[config.mk]
export PLATFORM = sky130hd
export DESIGN_NAME = onehot_decoder_scan
export DESIGN_NICKNAME = d
export VERILOG_FILES = /design/src/rtl/onehot_decoder_scan.sv
export SDC_FILE = /design/constraint.sdc
export NUM_CORES = 1
export LEC_CHECK = 0
export CAP_MARGIN = 5
export CORE_MARGIN = 2
export CORE_UTILIZATION = 30
export CTS_CLUSTER_DIAMETER = 100
export DETAILED_ROUTE_END_ITERATION = 8
export GPL_ROUTABILITY_DRIVEN = 0
export PLACE_DENSITY = 0.49
export SLEW_MARGIN = 20
export SYNTH_ARGS = -nofsm -noshare
export SYNTH_HDL_FRONTEND = slang
export SYNTH_SLANG_ARGS = --single-unit
[constraint.sdc]
create_clock -name clk -period 1.8 [get_ports clk]
set_clock_uncertainty 0.2 [all_clocks]
set_input_delay 0.36 -clock clk [delete_from_list [all_inputs] [get_ports clk]]
set_output_delay 0.36 -clock clk [all_outputs]
set_load 0.01 [all_outputs]
[src/rtl/onehot_decoder_scan.sv]
// rtl/onehot_decoder_scan.sv - registered binary-to-one-hot decoder with dwell-timed auto-scan
// All outputs come straight from flops; next-state logic is a single combinational block.
module onehot_decoder_scan #(
    parameter int ADDR_W     = 4,
    parameter int OUT_N      = 16,
    parameter int DWELL      = 4,
    parameter int ACTIVE_LOW = 0
) (
    input  logic              clk,
    input  logic              rst_n,
    input  logic              en,
    input  logic [1:0]        mode,
    input  logic [ADDR_W-1:0] addr,
    output logic [OUT_N-1:0]  dout,
    output logic [ADDR_W-1:0] cur_addr,
    output logic              valid,
    output logic              wrap,
    output logic              addr_err
);

    localparam int                CNT_W      = $clog2(DWELL) + 1;
    localparam logic [CNT_W-1:0]  DWELL_LAST = CNT_W'(DWELL - 1);
    localparam logic [ADDR_W-1:0] IDX_LAST   = ADDR_W'(OUT_N - 1);
    localparam logic [ADDR_W:0]   OUT_LIMIT  = (ADDR_W + 1)'(OUT_N);
    localparam logic [OUT_N-1:0]  DOUT_IDLE  = (ACTIVE_LOW != 0) ? {OUT_N{1'b1}} : {OUT_N{1'b0}};

    typedef enum logic [1:0] {
        ST_OFF    = 2'b00,
        ST_DIRECT = 2'b01,
        ST_SCAN   = 2'b10,
        ST_HOLD   = 2'b11
    } state_t;

    state_t            state_q, state_d;
    logic [OUT_N-1:0]  dout_q, dout_d;
    logic [ADDR_W-1:0] cur_q, cur_d;
    logic [CNT_W-1:0]  dwell_q, dwell_d;
    logic              valid_q, valid_d;
    logic              wrap_q, wrap_d;
    logic              err_q, err_d;
    logic [ADDR_W-1:0] scan_idx;

    function automatic logic [OUT_N-1:0] decode(input logic [ADDR_W-1:0] idx);
        logic [OUT_N-1:0] v;
        for (int i = 0; i < OUT_N; i++) begin
            v[i] = (idx == ADDR_W'(i));
        end
        return (ACTIVE_LOW != 0) ? ~v : v;
    endfunction

    always_comb begin
        state_d  = state_q;
        dout_d   = dout_q;
        cur_d    = cur_q;
        dwell_d  = dwell_q;
        valid_d  = valid_q;
        wrap_d   = 1'b0;
        err_d    = err_q;
        scan_idx = cur_q;

        if (!en) begin
            // Index, dwell and state freeze so a SCAN resumes exactly where it paused.
            dout_d  = DOUT_IDLE;
            valid_d = 1'b0;
        end else begin
            state_d = state_t'(mode);
            case (state_t'(mode))
                ST_OFF: begin
                    dout_d  = DOUT_IDLE;
                    valid_d = 1'b0;
                    err_d   = 1'b0;
                    cur_d   = '0;
                    dwell_d = '0;
                end
                ST_DIRECT: begin
                    dwell_d = '0;
                    if ({1'b0, addr} >= OUT_LIMIT) begin
                        dout_d  = DOUT_IDLE;
                        valid_d = 1'b0;
                        err_d   = 1'b1;
                    end else begin
                        cur_d   = addr;
                        dout_d  = decode(addr);
                        valid_d = 1'b1;
                        err_d   = 1'b0;
                    end
                end
                ST_SCAN: begin
                    valid_d = 1'b1;
                    err_d   = 1'b0;
                    if (state_q != ST_SCAN) begin
                        // Entry always restarts at index 0 and never flags a wrap.
                        scan_idx = '0;
                        dwell_d  = '0;
                    end else if (dwell_q == DWELL_LAST) begin
                        dwell_d = '0;
                        if (cur_q == IDX_LAST) begin
                            scan_idx = '0;
                            wrap_d   = 1'b1;
                        end else begin
                            scan_idx = cur_q + 1'b1;
                        end
                    end else begin
                        dwell_d = dwell_q + 1'b1;
                    end
                    cur_d  = scan_idx;
                    dout_d = decode(scan_idx);
                end
                ST_HOLD: begin
                    err_d = 1'b0;
                end
                default: begin
                    state_d = ST_OFF;
                end
            endcase
        end
    end

    always_ff @(posedge clk or negedge rst_n) begin
        if (!rst_n) begin
            state_q <= ST_OFF;
            dout_q  <= DOUT_IDLE;
            cur_q   <= '0;
            dwell_q <= '0;
            valid_q <= 1'b0;
            wrap_q  <= 1'b0;
            err_q   <= 1'b0;
        end else begin
            state_q <= state_d;
            dout_q  <= dout_d;
            cur_q   <= cur_d;
            dwell_q <= dwell_d;
            valid_q <= valid_d;
            wrap_q  <= wrap_d;
            err_q   <= err_d;
        end
    end

    assign dout     = dout_q;
    assign cur_addr = cur_q;
    assign valid    = valid_q;
    assign wrap     = wrap_q;
    assign addr_err = err_q;

endmodule

Word-level counts from Yosys, hierarchy flattened
Cells that the tools add are included.
{"block": "totals", "reg_bits": 28, "latch_bits": 0, "ram_bits": 0, "romBits": 0, "in_bits": 9, "output_inout_bits": 23, "word_cells": 76, "memories": 0}
{"block": "classes", "addsub": 2, "multipliers": 0, "n_div": 0, "magnitude_cmp": 0, "n_eq_ne": 38, "shift": 0, "muxes": 19, "n_bitwise": 0, "n_reduce_logical": 10}
{"operator": "$eq 4x4->1 const B", "n": 17}
{"operator": "$pmux 16 s3", "n": 1}
{"operator": "$eq 4x3->1 const B", "n": 8}
{"operator": "$mux 4", "n": 5}
{"operator": "$eq 4x2->1 const B", "n": 4}
{"operator": "$mux 16", "n": 1}
{"operator": "$pmux 4 s3", "n": 1}
{"operator": "$eq 4x1->1 const B", "n": 2}
{"operator": "$logic_not 4->1", "n": 2}
{"operator": "$mux 1", "n": 7}
{"operator": "$mux 3", "n": 2}
{"operator": "$pmux 3 s2", "n": 1}
{"operator": "$add 4x1->4 const B", "n": 1}
{"operator": "$eq 2x2->1 const B", "n": 2}
{"operator": "$ne 4x1->1 const B", "n": 1}
{"operator": "$reduce_and 2->1", "n": 2}
{"operator": "$reduce_or 2->1", "n": 2}
{"operator": "$reduce_or 4->1", "n": 1}
{"operator": "$add 3x1->3 const B", "n": 1}
{"operator": "$eq 3x2->1 const B", "n": 1}
{"operator": "$ne 3x2->1 const B", "n": 1}
{"operator": "$reduce_bool 3->1", "n": 1}
{"operator": "$eq 2x1->1 const B", "n": 1}
{"operator": "$logic_not 2->1", "n": 1}
{"operator": "3 further kinds", "n": 3}

Logic depth before layout (Yosys ltp)
{"block": "depth", "word_depth": 9, "mapped_depth": 9, "ltp_nobuf": 7}

Least setup slack after synthesis
OpenSTA, ideal clock, no wires.
{"block": "synth_timing", "kind": "register -> register", "start": "reg cur_q[1], in the netlist cur_addr[1]", "end": "reg dout_q[13], in the netlist dout[13]", "t_arrival_ns": 1.713, "required_ns": 1.523, "setup_slack_ns": -0.189, "stages_incl_launch_ff": 7, "n_path_buf": 0, "path_cell_list": "dfrtp_1 > ha_1 > a31oi_2 > mux2i_2 > o21ai_2 > or3b_1 > o21ai_1"}
{"block": "synth_between", "elab_chain_cells": 9, "word_cells_on_any_way": 10, "cone_classes": "add/sub: 1; eq/ne: 2; mux: 7"}
{"item": "start: declaration", "line_no": "36", "text": "logic [ADDR_W-1:0] cur_q, cur_d;"}
{"item": "start signal: assignment", "line_no": "131", "text": "cur_q <= cur_d;"}
{"item": "$add 4x1->4 or $eq 4x4->1 (tied branches)", "line_no": "101, 97"}
{"item": "$mux 4", "line_no": "97", "text": "if (cur_q == IDX_LAST) begin"}
{"item": "$mux 4 (*)", "line_no": "95", "text": "end else if (dwell_q == DWELL_LAST) begin"}
{"item": "$mux 4 (*)", "line_no": "91", "text": "if (state_q != ST_SCAN) begin"}
{"item": "$mux 4 (*)", "line_no": "67", "text": "case (state_t'(mode))"}
{"item": "$mux 4 (*)", "line_no": "61", "text": "if (!en) begin"}
{"item": "$eq 4x4->1 (*)", "line_no": "46", "text": "v[i] = (idx == ADDR_W'(i));"}
{"item": "$pmux 16 s3 (*)", "line_no": "67"}
{"item": "$mux 16 (*)", "line_no": "61"}
{"item": "end signal: assignment", "line_no": "130", "text": "dout_q <= dout_d;"}
{"item": "end: declaration", "line_no": "35", "text": "logic [OUT_N-1:0] dout_q, dout_d;"}
Mark *: on every way between the ends. The rest lies on a longest branch, timed or not. The select of a mux whose other input is x is not followed.
A chain may end at the register's enable or synchronous reset.

Final worst setup path
{"block": "layout_timing", "start": "reg dwell_q[1]", "end": "reg dout_q[12], in the netlist dout[12]"}
{"block": "layout_between", "elab_chain_cells": 8}
{"item": "start: declaration", "line_no": "37", "text": "logic [CNT_W-1:0] dwell_q, dwell_d;"}
{"item": "start signal: assignment", "line_no": "132", "text": "dwell_q <= dwell_d;"}
{"item": "$eq 3x2->1", "line_no": "95"}
{"item": "$mux 4", "line_no": "95"}
{"item": "$mux 4", "line_no": "91"}
{"item": "$mux 4", "line_no": "67"}
{"item": "$mux 4", "line_no": "61"}
{"item": "$eq 4x4->1", "line_no": "46"}
{"item": "$pmux 16 s3", "line_no": "67"}
{"item": "$mux 16", "line_no": "61"}
No other way between the ends. The select of a mux whose other input is x is not followed.

==> results.sh <==
export IMPL_core_um2=5040
export IMPL_seq_area_frac_synth_pct=43.7
export IMPL_finalPower_w=0.00130
export IMPL_path_max_fanout=4
export IMPL_cts_buffers=3
export IMPL_drtPass1Iterations=4
export IMPL_drtIter0Drc=78
export IMPL_tns_ps=-2070
export IMPL_antenna_cells=0
export IMPL_ir_drop_mv=0.253
export IMPL_grt_pass1_vias=1524
export IMPL_violations="setup timing"
export IMPL_r2r_end="dout[12]$_DFFE_PN0P_"
export IMPL_crit_path_start_kind="register"
export IMPL_drt_wl_total_um=4340
export IMPL_drc=0
export IMPL_syn_inst=159
export IMPL_htree_num_levels=1
export IMPL_grt_ovfl_total=0
export IMPL_grt_use_total_pct=16.3
export IMPL_grt_pass1_wl_um=7070
export IMPL_synthTopCellsByCount="dfrtp_1 (27), nand2_1 (20), a22o_1 (13)"
export IMPL_die_y_um=75.8
export IMPL_area_growth_pct=63.6
export IMPL_yosys_most_used_dff="dfrtp_1"
export IMPL_crit_path_max_incr_delay_ps=420
export IMPL_clock_sinks=27
export IMPL_synth_top_area_share_pct=43.7
export IMPL_antenna_found_initial=0
export IMPL_holdWs_ps=259
export IMPL_crit_chain="ha_4, nor2b_4, buf_4, buf_6, nor3_4, o21ai_2, a221oi_2, buf_4, a32o_1"
export IMPL_crit_buf_inv=3
export IMPL_setup_slack_ps=-177
export IMPL_period_share_pct=110
export IMPL_drive_gt1_share_pct=41.1
export IMPL_ios=32
export IMPL_yosysMostFrequentCell="dfrtp_1"
export IMPL_fmax_mhz=506
export IMPL_yosys_area_top_type="dfrtp_1"
export IMPL_wl_per_cell_um=14.4
export IMPL_fin_area_um2=2530
export IMPL_hold_path_class="input port to async pin"
export IMPL_vias=1511
export IMPL_yosys_warnings=0
export IMPL_root_buffer="clkbuf_8"
export IMPL_power_leakage_nw=1.14
export IMPL_initial_core_util_pct=30.7
export IMPL_critPathSlowestCell="dfrtp_1"
export IMPL_cpMostUsedCell="buf_4"
export IMPL_crit_cells=9
export IMPL_die_area_um2=5740
export IMPL_dp_cells=292
export IMPL_clkLatencyLatePin_ps=270
export IMPL_fin_nets=247
export IMPL_cts_path_max_buffers=2
export IMPL_synthArstFlopShare_pct=100
export IMPL_worstSetupPathType="register to register"
export IMPL_reg2reg_from="dwell_q[1]$_DFFE_PN0P_"
export IMPL_synth_edf_count=0
export IMPL_viasPerCell=5.02
export IMPL_syn_area_per_cell_um2=9.73
export IMPL_instances_no_fill=301
export IMPL_port_buffers=30
export IMPL_endpoint="dout[12]$_DFFE_PN0P_"
export IMPL_synth_area_leaders="dfrtp_1 (44%), a22o_1 (7.4%), ha_1 (4.9%)"
export IMPL_grt_max_degree=28
export IMPL_syn_area_um2=1550
export IMPL_reg2reg_slack_ps=-180
export IMPL_cts_tree="done"
export IMPL_fin_crit_ps=1980
export IMPL_crit_path_end_kind="register"
export IMPL_cp_required_ps=1810
export IMPL_cts_clk_slew_worst_paths_ps=90
export IMPL_crit_arrival_ps=1990
export IMPL_cap_violations=0
export IMPL_r2r_cells=9
export IMPL_rows=26
export IMPL_critPathLaunch="dwell_q[1]$_DFFE_PN0P_"
export IMPL_finalMaxSlewViolations=0
export IMPL_die_x_um=75.8
export IMPL_rsz0062_at_grt="true"
export IMPL_crit_family="buffers and inverters"
export IMPL_hold_violations=0
export IMPL_post_dp_hpwl_um=3300
export IMPL_synth_ff_latch_count=27
export IMPL_drtAntennaViolNets=0
export IMPL_status="complete, but fails checks"
export IMPL_dpl_instance_area_um2=2220
export IMPL_synth_cell_types=44
export IMPL_setup_viol=16
export IMPL_synth_nets=174
export IMPL_power_density_nw_per_um2=514
-- where the power goes --
group	switching, W	leakage [nW]	internal [W]
combinational	0.000161	0.748	0.000164
sequential	0.0000115	0.366	0.000622
clock	0.000184	0.0228	0.000158
-- per-layer routing --
| metal | track usage, % | routed length (um) | vias to the layer above |
|---|---|---|---|
| li1 | - | - | 720 |
| met1 | 21.1 | 1950 | 741 |
| met2 | 26.8 | 2060 | 38 |
| met3 | 3.17 | 222 | 12 |
| met4 | 6.43 | 111 | 0 |
| met5 | 0 | 0 | - |
-- timing repair --
action | 4_1_cts | 5_1_grt
resized for setup | 47 | 18
pin swaps | 20 | 8
setup buffers | 2 | 3
setup endpoints to repair | 27 | 24
hold buffers | 0 | 0
endpoints found under the hold margin | 0 | 0
-- worst register-to-register path: cells and delay by family, from the launching register on --
| family | cells | cell delay [ps] |
|---|---|---|
| fa+ha+maj | 1 | 190 |
| simple gates | 2 | 250 |
| compound gates | 3 | 430 |
| flops | 1 | 420 |
| buf+inv | 3 | 430 |
-- per-stage QoR --
stage	util [%]	setup WS [ps]
2_1_floorplan	-	-150
3_3_place_gp	44.1	-560
3_5_place_dp	44.1	-634
4_1_cts	48.4	-175
5_1_grt	50.2	-238
6_report	50.2	-177
-- flip-flops by register name, summed over array words and instances (netlist names) --
signal    flops
cur_addr      4
dout         16
dwell_q       3
state_q       2
valid         1
wrap          1
-- cell type report --
cell class                 count  area [um2]
clock buffer                   4        45.0
fill                         471        2510
inverter                       4        15.0
multi-input combinational    118        1030
sequential                    27         678
tap                           70        87.6
timing repair buffer          78         674
-- cells in the final DEF (no fill, tap or decap), drive strengths merged, types with 2 or more instances in the layout --
master	synthesis	final
nor2b	7	7
dfrtp	27	27
buf	7	48
a32o	2	2
mux2i	3	3
nor4	2	2
dlymetal6s2s	0	2
nor3	3	3
a22o	13	13
nand2	20	20
nand3	3	3
or3	2	2
nand2b	5	5
dlygate4sd2	0	5
o21a	3	3
a31oi	2	2
nand3b	3	3
mux2	3	3
nor2	7	7
a221oi	2	2
clkbuf	3	4
ha	6	6
o31ai	2	2
inv	4	4
clkdlybuf4s50	0	22
o21ai	16	16
-- logic make-up after synthesis --
kind of cell               synth area share, %
DFF                                       43.7
adders and majority gates                 4.85
xor gates and xnor gates                 0.566
muxes                                     4.37
buffers and inverters                     4.69
AOI/OAI and AO/OA                         23.2
other                                    0.242
and+or+nand+nor                           18.4
-- worst min path at each step --
stage | from | end | cells past startpoint
3_5_place_dp | dout[9]$_DFFE_PN0P_ | dout[9]$_DFFE_PN0P_ | 2
3_3_place_gp | dout[14]$_DFFE_PN0P_ | dout[14]$_DFFE_PN0P_ | 2
6_report | rst_n | wrap$_DFF_PN0_ | 2
2_1_floorplan | rst_n | cur_addr[0]$_DFFE_PN0P_ | 0
5_1_grt | rst_n | wrap$_DFF_PN0_ | 2
4_1_cts | rst_n | wrap$_DFF_PN0_ | 2
(Power assumes the default switching activity.)
